$ cat config.mk
export PLATFORM = sky130hd
export DESIGN_NAME = ex_mem_pipe_stage_flat
export DESIGN_NICKNAME = d
export VERILOG_FILES = /design/src/rtl/ex_mem_pipe_stage_if.sv /design/src/rtl/ex_mem_pipe_stage.sv /design/src/flat_wrapper.sv
export SDC_FILE = /design/constraint.sdc
export NUM_CORES = 2
export LEC_CHECK = 0
export ABC_CLOCK_PERIOD_IN_PS = 7350
export BUFFER_PORTS_ARGS = -buffer_cell sky130_fd_sc_hd__buf_2
export CORE_AREA = 2 2 231 461
export CTS_CLUSTER_DIAMETER = 50
export DETAILED_ROUTE_END_ITERATION = 6
export DIE_AREA = 0 0 233 463
export PLACE_DENSITY = 0.73
export SLEW_MARGIN = 20
export SYNTH_ARGS = -nofsm -noshare
export SYNTH_HDL_FRONTEND = slang
export SYNTH_SLANG_ARGS = --single-unit
export TNS_END_PERCENT = 5
$ cat constraint.sdc
create_clock -name clk -period 7.35 [get_ports clk]
set_clock_uncertainty 0.15 [all_clocks]
set_input_delay 0.735 -clock clk [delete_from_list [all_inputs] [get_ports clk]]
set_output_delay 0.735 -clock clk [all_outputs]
set_load 0.02 [all_outputs]
$ cat src/rtl/ex_mem_pipe_stage_if.sv
// Bundle of ID/EX-side, EX/MEM-side and fetch-redirect signals for ex_mem_pipe_stage.
//   master : upstream/downstream environment that drives instructions, out_ready
//   slave  : the execute stage itself
// Ports summary (slave view):
//   in_valid/in_ready, alu_ctrl, rd1, rd2, pc, imm, branch, br_funct3, rd_addr,
//   memwrite_in/memread_in/memtoreg_in/regwrite_in               -> inputs (except in_ready)
//   out_valid/out_ready, out_alu, out_rd2, out_pc4, out_zero, out_rd_addr,
//   out_memwrite/out_memread/out_memtoreg/out_regwrite,
//   redirect_valid, redirect_pc                                  -> outputs (except out_ready)
interface ex_mem_pipe_stage_if #(
  parameter int XLEN       = 64,
  parameter int REG_ADDR_W = 5
) ();
  logic                  in_valid;
  logic                  in_ready;
  logic [3:0]            alu_ctrl;
  logic [XLEN-1:0]       rd1;
  logic [XLEN-1:0]       rd2;
  logic [XLEN-1:0]       pc;
  logic [XLEN-1:0]       imm;
  logic                  branch;
  logic [2:0]            br_funct3;
  logic [REG_ADDR_W-1:0] rd_addr;
  logic                  memwrite_in;
  logic                  memread_in;
  logic                  memtoreg_in;
  logic                  regwrite_in;

  logic                  out_valid;
  logic                  out_ready;
  logic [XLEN-1:0]       out_alu;
  logic [XLEN-1:0]       out_rd2;
  logic [XLEN-1:0]       out_pc4;
  logic                  out_zero;
  logic [REG_ADDR_W-1:0] out_rd_addr;
  logic                  out_memwrite;
  logic                  out_memread;
  logic                  out_memtoreg;
  logic                  out_regwrite;

  logic                  redirect_valid;
  logic [XLEN-1:0]       redirect_pc;

  modport master (
    output in_valid, alu_ctrl, rd1, rd2, pc, imm, branch, br_funct3, rd_addr,
           memwrite_in, memread_in, memtoreg_in, regwrite_in, out_ready,
    input  in_ready, out_valid, out_alu, out_rd2, out_pc4, out_zero, out_rd_addr,
           out_memwrite, out_memread, out_memtoreg, out_regwrite,
           redirect_valid, redirect_pc
  );

  modport slave (
    input  in_valid, alu_ctrl, rd1, rd2, pc, imm, branch, br_funct3, rd_addr,
           memwrite_in, memread_in, memtoreg_in, regwrite_in, out_ready,
    output in_ready, out_valid, out_alu, out_rd2, out_pc4, out_zero, out_rd_addr,
           out_memwrite, out_memread, out_memtoreg, out_regwrite,
           redirect_valid, redirect_pc
  );
endinterface

$ cat src/rtl/ex_mem_pipe_stage.sv
// Execute stage fused with the EX/MEM pipeline register.
// Computes the ALU result, resolves conditional branches (redirect pulse on the
// accept edge) and optionally runs a one-bit-per-cycle shift-add multiplier.
// Ports:
//   clk   : clock, rising edge
//   rst   : synchronous active-high reset (priority over flush)
//   flush : kills the held output and any multiply in progress; blocks accept
//   bus   : ex_mem_pipe_stage_if.slave (instruction in, EX/MEM register out, redirect)
//
// state    | meaning
// ---------+---------------------------------------------------------------
// IDLE     | ready for a new instruction when the output slot is free
// MUL_BUSY | multiply in progress, one shift-add step per cycle
module ex_mem_pipe_stage #(
  parameter int XLEN       = 64,
  parameter int REG_ADDR_W = 5,
  parameter bit MUL_EN     = 1'b1
) (
  input  logic                    clk,
  input  logic                    rst,
  input  logic                    flush,
  ex_mem_pipe_stage_if.slave      bus
);

  localparam int SHW = $clog2(XLEN);

  typedef enum logic {IDLE = 1'b0, MUL_BUSY = 1'b1} state_e;

  state_e                state_q, state_d;
  logic [SHW-1:0]        cnt_q, cnt_d;
  logic [XLEN-1:0]       acc_q, acc_d;
  logic [XLEN-1:0]       mcand_q, mcand_d;
  logic [XLEN-1:0]       mplier_q, mplier_d;
  logic [XLEN-1:0]       pend_rd2_q, pend_rd2_d;
  logic [XLEN-1:0]       pend_pc4_q, pend_pc4_d;
  logic [REG_ADDR_W-1:0] pend_rd_addr_q, pend_rd_addr_d;
  logic [3:0]            pend_ctrl_q, pend_ctrl_d;

  logic                  out_valid_q, out_valid_d;
  logic [XLEN-1:0]       out_alu_q, out_alu_d;
  logic [XLEN-1:0]       out_rd2_q, out_rd2_d;
  logic [XLEN-1:0]       out_pc4_q, out_pc4_d;
  logic                  out_zero_q, out_zero_d;
  logic [REG_ADDR_W-1:0] out_rd_addr_q, out_rd_addr_d;
  logic [3:0]            out_ctrl_q, out_ctrl_d;
  logic                  redirect_valid_q, redirect_valid_d;
  logic [XLEN-1:0]       redirect_pc_q, redirect_pc_d;

  logic [SHW-1:0]        shamt;
  logic [XLEN-1:0]       alu_res;
  logic                  br_taken;
  logic                  eq, lt_s, lt_u;
  logic [XLEN-1:0]       br_target;
  logic [XLEN-1:0]       pc4;
  logic [3:0]            in_ctrl;
  logic                  is_mul;
  logic                  in_ready;
  logic                  accept;
  logic [XLEN-1:0]       acc_step;

  always_comb begin
    shamt   = bus.rd2[SHW-1:0];
    alu_res = '0;
    case (bus.alu_ctrl)
      4'b0000: alu_res = bus.rd1 & bus.rd2;
      4'b0001: alu_res = bus.rd1 | bus.rd2;
      4'b1001: alu_res = bus.rd1 ^ bus.rd2;
      4'b0010: alu_res = bus.rd1 + bus.rd2;
      4'b0110: alu_res = bus.rd1 - bus.rd2;
      4'b0011: alu_res = bus.rd1 << shamt;
      4'b0100: alu_res = bus.rd1 >> shamt;
      4'b0101: alu_res = $signed(bus.rd1) >>> shamt;
      4'b0111: alu_res = {{(XLEN-1){1'b0}}, lt_s};
      4'b1000: alu_res = {{(XLEN-1){1'b0}}, lt_u};
      // MUL is produced by the multiplier when present; without it the code yields 0
      default: alu_res = '0;
    endcase
  end

  always_comb begin
    eq   = (bus.rd1 == bus.rd2);
    lt_s = ($signed(bus.rd1) < $signed(bus.rd2));
    lt_u = (bus.rd1 < bus.rd2);
    br_taken = 1'b0;
    case (bus.br_funct3)
      3'b000:  br_taken = eq;
      3'b001:  br_taken = !eq;
      3'b100:  br_taken = lt_s;
      3'b101:  br_taken = !lt_s;
      3'b110:  br_taken = lt_u;
      3'b111:  br_taken = !lt_u;
      default: br_taken = 1'b0;
    endcase
  end

  assign br_target = bus.pc + (bus.imm << 1);
  assign pc4       = bus.pc + XLEN'(4);
  assign in_ctrl   = {bus.memwrite_in, bus.memread_in, bus.memtoreg_in, bus.regwrite_in};
  assign is_mul    = MUL_EN && (bus.alu_ctrl == 4'b1010);
  assign in_ready  = (state_q == IDLE) && (!out_valid_q || bus.out_ready) && !flush;
  assign accept    = bus.in_valid && in_ready;
  assign acc_step  = mplier_q[0] ? (acc_q + mcand_q) : acc_q;

  always_comb begin
    state_d          = state_q;
    cnt_d            = cnt_q;
    acc_d            = acc_q;
    mcand_d          = mcand_q;
    mplier_d         = mplier_q;
    pend_rd2_d       = pend_rd2_q;
    pend_pc4_d       = pend_pc4_q;
    pend_rd_addr_d   = pend_rd_addr_q;
    pend_ctrl_d      = pend_ctrl_q;
    out_valid_d      = out_valid_q;
    out_alu_d        = out_alu_q;
    out_rd2_d        = out_rd2_q;
    out_pc4_d        = out_pc4_q;
    out_zero_d       = out_zero_q;
    out_rd_addr_d    = out_rd_addr_q;
    out_ctrl_d       = out_ctrl_q;
    redirect_valid_d = 1'b0;
    redirect_pc_d    = redirect_pc_q;

    if (out_valid_q && bus.out_ready) out_valid_d = 1'b0;

    if (flush) begin
      out_valid_d = 1'b0;
      state_d     = IDLE;
      cnt_d       = '0;
    end else begin
      case (state_q)
        IDLE: begin
          if (accept) begin
            if (bus.branch && br_taken) begin
              redirect_valid_d = 1'b1;
              redirect_pc_d    = br_target;
            end
            if (is_mul) begin
              acc_d          = '0;
              mcand_d        = bus.rd1;
              mplier_d       = bus.rd2;
              cnt_d          = '0;
              pend_rd2_d     = bus.rd2;
              pend_pc4_d     = pc4;
              pend_rd_addr_d = bus.rd_addr;
              pend_ctrl_d    = in_ctrl;
              state_d        = MUL_BUSY;
            end else begin
              out_valid_d   = 1'b1;
              out_alu_d     = alu_res;
              out_rd2_d     = bus.rd2;
              out_pc4_d     = pc4;
              out_zero_d    = (alu_res == '0);
              out_rd_addr_d = bus.rd_addr;
              out_ctrl_d    = in_ctrl;
            end
          end
        end
        MUL_BUSY: begin
          acc_d    = acc_step;
          mcand_d  = mcand_q << 1;
          mplier_d = mplier_q >> 1;
          // wraps back to 0 on the final step since XLEN is a power of two
          cnt_d    = cnt_q + SHW'(1);
          if (cnt_q == SHW'(XLEN-1)) begin
            out_valid_d   = 1'b1;
            out_alu_d     = acc_step;
            out_rd2_d     = pend_rd2_q;
            out_pc4_d     = pend_pc4_q;
            out_zero_d    = (acc_step == '0);
            out_rd_addr_d = pend_rd_addr_q;
            out_ctrl_d    = pend_ctrl_q;
            state_d       = IDLE;
          end
        end
        default: state_d = IDLE;
      endcase
    end
  end

  always_ff @(posedge clk) begin
    if (rst) begin
      state_q          <= IDLE;
      cnt_q            <= '0;
      acc_q            <= '0;
      mcand_q          <= '0;
      mplier_q         <= '0;
      pend_rd2_q       <= '0;
      pend_pc4_q       <= '0;
      pend_rd_addr_q   <= '0;
      pend_ctrl_q      <= '0;
      out_valid_q      <= 1'b0;
      out_alu_q        <= '0;
      out_rd2_q        <= '0;
      out_pc4_q        <= '0;
      out_zero_q       <= 1'b0;
      out_rd_addr_q    <= '0;
      out_ctrl_q       <= '0;
      redirect_valid_q <= 1'b0;
      redirect_pc_q    <= '0;
    end else begin
      state_q          <= state_d;
      cnt_q            <= cnt_d;
      acc_q            <= acc_d;
      mcand_q          <= mcand_d;
      mplier_q         <= mplier_d;
      pend_rd2_q       <= pend_rd2_d;
      pend_pc4_q       <= pend_pc4_d;
      pend_rd_addr_q   <= pend_rd_addr_d;
      pend_ctrl_q      <= pend_ctrl_d;
      out_valid_q      <= out_valid_d;
      out_alu_q        <= out_alu_d;
      out_rd2_q        <= out_rd2_d;
      out_pc4_q        <= out_pc4_d;
      out_zero_q       <= out_zero_d;
      out_rd_addr_q    <= out_rd_addr_d;
      out_ctrl_q       <= out_ctrl_d;
      redirect_valid_q <= redirect_valid_d;
      redirect_pc_q    <= redirect_pc_d;
    end
  end

  assign bus.in_ready       = in_ready;
  assign bus.out_valid      = out_valid_q;
  assign bus.out_alu        = out_alu_q;
  assign bus.out_rd2        = out_rd2_q;
  assign bus.out_pc4        = out_pc4_q;
  assign bus.out_zero       = out_zero_q;
  assign bus.out_rd_addr    = out_rd_addr_q;
  assign bus.out_memwrite   = out_ctrl_q[3];
  assign bus.out_memread    = out_ctrl_q[2];
  assign bus.out_memtoreg   = out_ctrl_q[1];
  assign bus.out_regwrite   = out_ctrl_q[0];
  assign bus.redirect_valid = redirect_valid_q;
  assign bus.redirect_pc    = redirect_pc_q;

endmodule

$ cat src/flat_wrapper.sv
// flat-port wrapper written by rule: the top's interface ports become plain ports
module ex_mem_pipe_stage_flat 
#(
  parameter int XLEN       = 64,
  parameter int REG_ADDR_W = 5,
  parameter bit MUL_EN     = 1'b1
)
  (clk, rst, flush, bus_in_valid, bus_alu_ctrl, bus_rd1, bus_rd2, bus_pc, bus_imm, bus_branch, bus_br_funct3, bus_rd_addr, bus_memwrite_in, bus_memread_in, bus_memtoreg_in, bus_regwrite_in, bus_out_ready, bus_in_ready, bus_out_valid, bus_out_alu, bus_out_rd2, bus_out_pc4, bus_out_zero, bus_out_rd_addr, bus_out_memwrite, bus_out_memread, bus_out_memtoreg, bus_out_regwrite, bus_redirect_valid, bus_redirect_pc);
  ex_mem_pipe_stage_if #(.XLEN(XLEN), .REG_ADDR_W(REG_ADDR_W)) bus_i ();
  input  logic clk;
  input  logic rst;
  input  logic flush;
  input wire logic [$bits(bus_i.in_valid)-1:0] bus_in_valid;
  input wire logic [$bits(bus_i.alu_ctrl)-1:0] bus_alu_ctrl;
  input wire logic [$bits(bus_i.rd1)-1:0] bus_rd1;
  input wire logic [$bits(bus_i.rd2)-1:0] bus_rd2;
  input wire logic [$bits(bus_i.pc)-1:0] bus_pc;
  input wire logic [$bits(bus_i.imm)-1:0] bus_imm;
  input wire logic [$bits(bus_i.branch)-1:0] bus_branch;
  input wire logic [$bits(bus_i.br_funct3)-1:0] bus_br_funct3;
  input wire logic [$bits(bus_i.rd_addr)-1:0] bus_rd_addr;
  input wire logic [$bits(bus_i.memwrite_in)-1:0] bus_memwrite_in;
  input wire logic [$bits(bus_i.memread_in)-1:0] bus_memread_in;
  input wire logic [$bits(bus_i.memtoreg_in)-1:0] bus_memtoreg_in;
  input wire logic [$bits(bus_i.regwrite_in)-1:0] bus_regwrite_in;
  input wire logic [$bits(bus_i.out_ready)-1:0] bus_out_ready;
  output wire logic [$bits(bus_i.in_ready)-1:0] bus_in_ready;
  output wire logic [$bits(bus_i.out_valid)-1:0] bus_out_valid;
  output wire logic [$bits(bus_i.out_alu)-1:0] bus_out_alu;
  output wire logic [$bits(bus_i.out_rd2)-1:0] bus_out_rd2;
  output wire logic [$bits(bus_i.out_pc4)-1:0] bus_out_pc4;
  output wire logic [$bits(bus_i.out_zero)-1:0] bus_out_zero;
  output wire logic [$bits(bus_i.out_rd_addr)-1:0] bus_out_rd_addr;
  output wire logic [$bits(bus_i.out_memwrite)-1:0] bus_out_memwrite;
  output wire logic [$bits(bus_i.out_memread)-1:0] bus_out_memread;
  output wire logic [$bits(bus_i.out_memtoreg)-1:0] bus_out_memtoreg;
  output wire logic [$bits(bus_i.out_regwrite)-1:0] bus_out_regwrite;
  output wire logic [$bits(bus_i.redirect_valid)-1:0] bus_redirect_valid;
  output wire logic [$bits(bus_i.redirect_pc)-1:0] bus_redirect_pc;
  assign bus_i.in_valid = bus_in_valid;
  assign bus_i.alu_ctrl = bus_alu_ctrl;
  assign bus_i.rd1 = bus_rd1;
  assign bus_i.rd2 = bus_rd2;
  assign bus_i.pc = bus_pc;
  assign bus_i.imm = bus_imm;
  assign bus_i.branch = bus_branch;
  assign bus_i.br_funct3 = bus_br_funct3;
  assign bus_i.rd_addr = bus_rd_addr;
  assign bus_i.memwrite_in = bus_memwrite_in;
  assign bus_i.memread_in = bus_memread_in;
  assign bus_i.memtoreg_in = bus_memtoreg_in;
  assign bus_i.regwrite_in = bus_regwrite_in;
  assign bus_i.out_ready = bus_out_ready;
  assign bus_in_ready = bus_i.in_ready;
  assign bus_out_valid = bus_i.out_valid;
  assign bus_out_alu = bus_i.out_alu;
  assign bus_out_rd2 = bus_i.out_rd2;
  assign bus_out_pc4 = bus_i.out_pc4;
  assign bus_out_zero = bus_i.out_zero;
  assign bus_out_rd_addr = bus_i.out_rd_addr;
  assign bus_out_memwrite = bus_i.out_memwrite;
  assign bus_out_memread = bus_i.out_memread;
  assign bus_out_memtoreg = bus_i.out_memtoreg;
  assign bus_out_regwrite = bus_i.out_regwrite;
  assign bus_redirect_valid = bus_i.redirect_valid;
  assign bus_redirect_pc = bus_i.redirect_pc;
  ex_mem_pipe_stage #(.XLEN(XLEN), .REG_ADDR_W(REG_ADDR_W), .MUL_EN(MUL_EN)) u_core (.clk(clk), .rst(rst), .flush(flush), .bus(bus_i));
endmodule
==> results of run 1 <==
logic make-up after synthesis:
family	after synthesis
fa+ha+maj	344
compound gates	2439
simple gates	2754
buf+inv	888
xor+xnor	192
flops	604
mux	520
per-stage QoR:
step | std cells | area (µm²) | hold slack, ns | utilization (%)
3_3_place_gp | 9382 | 61900 | 0.286 | 59.2
3_5_place_dp | 9382 | 61900 | 0.290 | 59.2
4_1_cts | 9491 | 64100 | 0.131 | 61.4
2_1_floorplan | 7741 | 57000 | 0.286 | -
per-layer routing:
layer | global-route usage [%] | GRT overflow
met4 | 76.0 | 247
met2 | 93.0 | 336
met5 | 20.1 | 1
met3 | 52.1 | 8
met1 | 71.0 | 6
==> out/metrics.yaml, run 1 <==
synthesis:
  synth_xor_area_share_pct: 2.95
  synth-adder-area-share_pct: 7.61
  synth_top_area_share_pct: 21.2
  yosysSeqAreaShare_pct: 21.2
  syn_nets: 8363
  synth_top_area_cell: "dfxtp_1"
  postSynthAreaPerCell_um2: 7.36
  synthMostInstantiatedCell: "nor2_1"
  yosys_register_bits: 604
  synth-compound-area-share_pct: 28.4
  ys_types: 106
  synth_simple_gate_area_share_pct: 21.7
  synth_edf_count: 0
  synthFlopType: "dfxtp_1"
  synthCells: 7741
  synth.area.mux_share_pct: 11.5
  ys_warn_count: 0
  synth_top_family_by_area: "compound AO/OA/AOI/OAI gates"
  synthArstFlopShare_pct: 0
  syn_area_um2: 57000
  yosys-top-cells-area: "dfxtp_1, ha_1, nor2_1"
  yosys-top-cells-count: "nor2_1, nand2_1, a21oi_1"
clock_network:
  cts_buffers: 58
  post_cts_buffers: 0
  clockBufferDepth: 3
  htreeDepth: 2
  hold_buffers: 0
  post_cts_resized: 0
  cts_root_buf: "clkbuf_16"
  clock-sinks: 604
placement:
  dp_slack_ns: 0.488
  gp_congestion: 1.34
  io_buffers: 545
  dp_hpwl_um: 259000
die:
  rows: 168
  die_h_um: 463
  ios: 547
  die-width_um: 233
  start_util_pct: 54.5
status:
  lastStage: "global routing (5_1_grt)"
  firstError: "[ERROR GRT-0116] Global routing finished with congestion. Check the congestion regions in the DRC Viewer."
  status: "stopped before the end"
global_routing:
  grt_pass1_wl_um: 587000
  overflow: 598
  grt_usage_pct: 72.6
  grt_start_max_net_pins: 193
  first_global_vias: 76400
==> run 2: changes to the inputs <==
--- a/config.mk
+++ b/config.mk
@@ -7,11 +7,10 @@
 export LEC_CHECK = 0
 export ABC_CLOCK_PERIOD_IN_PS = 7350
 export BUFFER_PORTS_ARGS = -buffer_cell sky130_fd_sc_hd__buf_2
-export CORE_AREA = 2 2 231 461
-export CTS_CLUSTER_DIAMETER = 50
+export CORE_AREA = 2 2 381 383
 export DETAILED_ROUTE_END_ITERATION = 6
-export DIE_AREA = 0 0 233 463
-export PLACE_DENSITY = 0.73
+export DIE_AREA = 0 0 383 385
+export PLACE_DENSITY_LB_ADDON = 0.15
 export SLEW_MARGIN = 20
 export SYNTH_ARGS = -nofsm -noshare
 export SYNTH_HDL_FRONTEND = slang
==> run 2 against run 1 <==
- the run now ends clean
- synthesized area did not move
- synthesized cell count did not move
==> out/metrics.yaml, run 2 <==
status:
  status: "finished clean"
global_routing:
  use_met2_pct: 65.8
  grt_use_met3_pct: 11.7
  top_usage_layer: "met2"
  overflow: 0
  grtUsageMet1_pct: 57.0
  grt_start_max_net_pins: 188
  grt_usage_pct: 45.0
  antenna_found_initial: 42
  grt_pass1_wl_um: 478000
  first_global_vias: 61500
drt:
  ant_nets: 0
  drtIter0Drc: 8756
  post_drt_via_cell_ratio: 6.61
  vias: 66900
  drc: 0
  wl_per_cell_um: 34.1
  first_pass_iters: 6
  drt-total-wl_um: 345000
die:
  die_area_um2: 147000
  start_util_pct: 39.8
  die-width_um: 383
  design.core.area_um2: 143000
  ios: 547
  die_h_um: 385
  rows: 139
final_layout:
  drive_above_1_share_pct: 16.9
  area_delta_synth_final_pct: 15.2
  final_nets: 8764
  finalNonFillerCells: 10100
  final_util_pct: 45.8
  final_cell_mix: "nor2_1, nand2_1, a21oi_1"
  final_common_cell: "nor2_1"
synthesis:
  synthArstFlopShare_pct: 0
  yosys_register_bits: 604
  syn_area_um2: 57000
  syn_nets: 8363
  synthCells: 7741
  yosysSeqAreaShare_pct: 21.2
  ys_warn_count: 0
  synthFlopType: "dfxtp_1"
  yosys-top-cells-count: "nor2_1, nand2_1, a21oi_1"
  synth_edf_count: 0
  synthMostInstantiatedCell: "nor2_1"
  synth_top_area_share_pct: 21.2
  postSynthAreaPerCell_um2: 7.36
  ys_types: 106
  synth_top_area_cell: "dfxtp_1"
  yosys-top-cells-area: "dfxtp_1, ha_1, nor2_1"
clock_network:
  cts_tree: "yes"
  clock-sinks: 604
  clkTransAtPathRegs_ns: 0.06
  hold_buffers: 0
  clk_latency_ns: 0.76
  htreeDepth: 3
  post_cts_resized: 0
  clockBufferDepth: 3
  cts_root_buf: "clkbuf_16"
  cts_buffers: 72
  post_cts_buffers: 0
sta:
  period_share_pct: 88.5
  final_max_slew_viol_count: 0
  worst_pin_slew_ns: 1.33
  timing.hold.ws_ns: 0.109
  timing.slew.headroom_pct: 11.2
  hold_viol: 0
  setup_viol: 0
  fmax_ghz: 0.154
  setup_tns_ns: 0
  rsz0062_at_grt: "no"
  period_needed_ns: 6.50
setup_path:
  start_kind: "primary input"
  r2r_setup_slack_ns: 1.52
  worstRegToRegCells: 14
  cp.arrival_ns: 6.99
  startpoint: "bus_rd1[2]"
  path_class: "primary input to flip-flop"
  reg2reg_from: "u_core.mcand_q[6]$_SDFFE_PP0P_"
  crit_required_ns: 7.84
  crit_fanout: 14
  end_kind: "flip-flop"
  r2r-end: "u_core.bus.out_zero$_SDFFE_PP0P_"
hold_path:
  hp-class: "primary input to flip-flop"
  min_path_cells: 3
  min_to: "u_core.pend_rd2_q[13]$_SDFFE_PP0P_"
  worstHoldStart: "bus_rd2[13]"
pwr:
  powerDensity_nw_per_um2: 169
  power_uw: 11100
  leakage_uw: 0.0263
  worst_ir_drop_vdd_mv: 0.217
placement:
  gp_congestion: 1.11
  dp_hpwl_um: 269000
  io_buffers: 545
  dpl.cell_count: 9970
job:
  max_cap_violations: 0
[run 2: cell counts after synthesis]
No cell type changed its count.
[run 2: final cells by class]
cell class / instances / area, µm²
Antenna cell: 23 / 57.6
Clock buffer: 102 / 2080
Clock inverter: 27 / 460
Fill cell: 14700 / 77600
Inverter: 241 / 907
Multi-Input combinational cell: 6249 / 41300
Sequential cell: 604 / 12100
Tap cell: 1903 / 2380
Timing Repair Buffer: 974 / 6310
[run 2: worst max-delay path by stage]
stage,endpoint,slack (ns),depth (start not counted)
after floorplan,u_core.bus.out_zero$_SDFFE_PP0P_,0.84,23
after global placement,u_core.bus.out_zero$_SDFFE_PP0P_,0.48,19
after detailed placement,u_core.bus.out_zero$_SDFFE_PP0P_,0.44,19
after CTS,u_core.bus.out_zero$_SDFFE_PP0P_,1.14,19
after global routing,u_core.bus.out_zero$_SDFFE_PP0P_,0.76,19
final,u_core.bus.out_zero$_SDFFE_PP0P_,0.85,19
[run 2: where the power goes]
group | switching (µW) | internal [µW] | total (µW)
sequential | 40.2 | 3350 | 3390
clock | 1680 | 2250 | 3920
combinational | 2630 | 1180 | 3810
[run 2: cell families after synthesis]
group | after synthesis | synth area share, %
AO/OA/AOI/OAI | 2439 | 28.4
XOR/XNOR | 192 | 2.95
adder cells (fa/ha/maj) | 344 | 7.61
buffers and inverters | 888 | 6.60
flip-flops | 604 | 21.2
multiplexers | 520 | 11.5
AND/OR/NAND/NOR | 2754 | 21.7
[run 2: critical path: stages]
cell,delay [ns]
buf_2,0.30
inv_1,0.11
ha_1,0.42
nor2b_1,0.20
o2111ai_1,0.40
a2111oi_0,0.20
buf_4,0.20
o21ai_0,0.70
nand2_1,0.22
a21o_1,0.25
a221o_1,0.29
a211o_1,0.33
a2111oi_0,0.70
buf_4,0.22
o21ai_0,0.06
or4_1,0.54
or4b_1,0.54
or4_1,0.49
nand2_1,0.07
[run 2: metal layers]
layer	routed length, µm	vias up	share of wire [%]
met5	243	-	0.070
met4	30000	22	8.7
met3	36400	973	11
met2	142000	4202	41
met1	137000	32400	40
li1	-	29300	-
[run 2: per-stage QoR]
| step | setup slack (ns) | area, µm² |
|---|---|---|
| after floorplan | 0.844 | 57000 |
| after global placement | 0.475 | 63000 |
| after detailed placement | 0.443 | 63000 |
| after CTS | 1.14 | 65500 |
| after global routing | 0.764 | 65500 |
| final | 0.845 | 65600 |
Power figures use the tool's default switching activity.
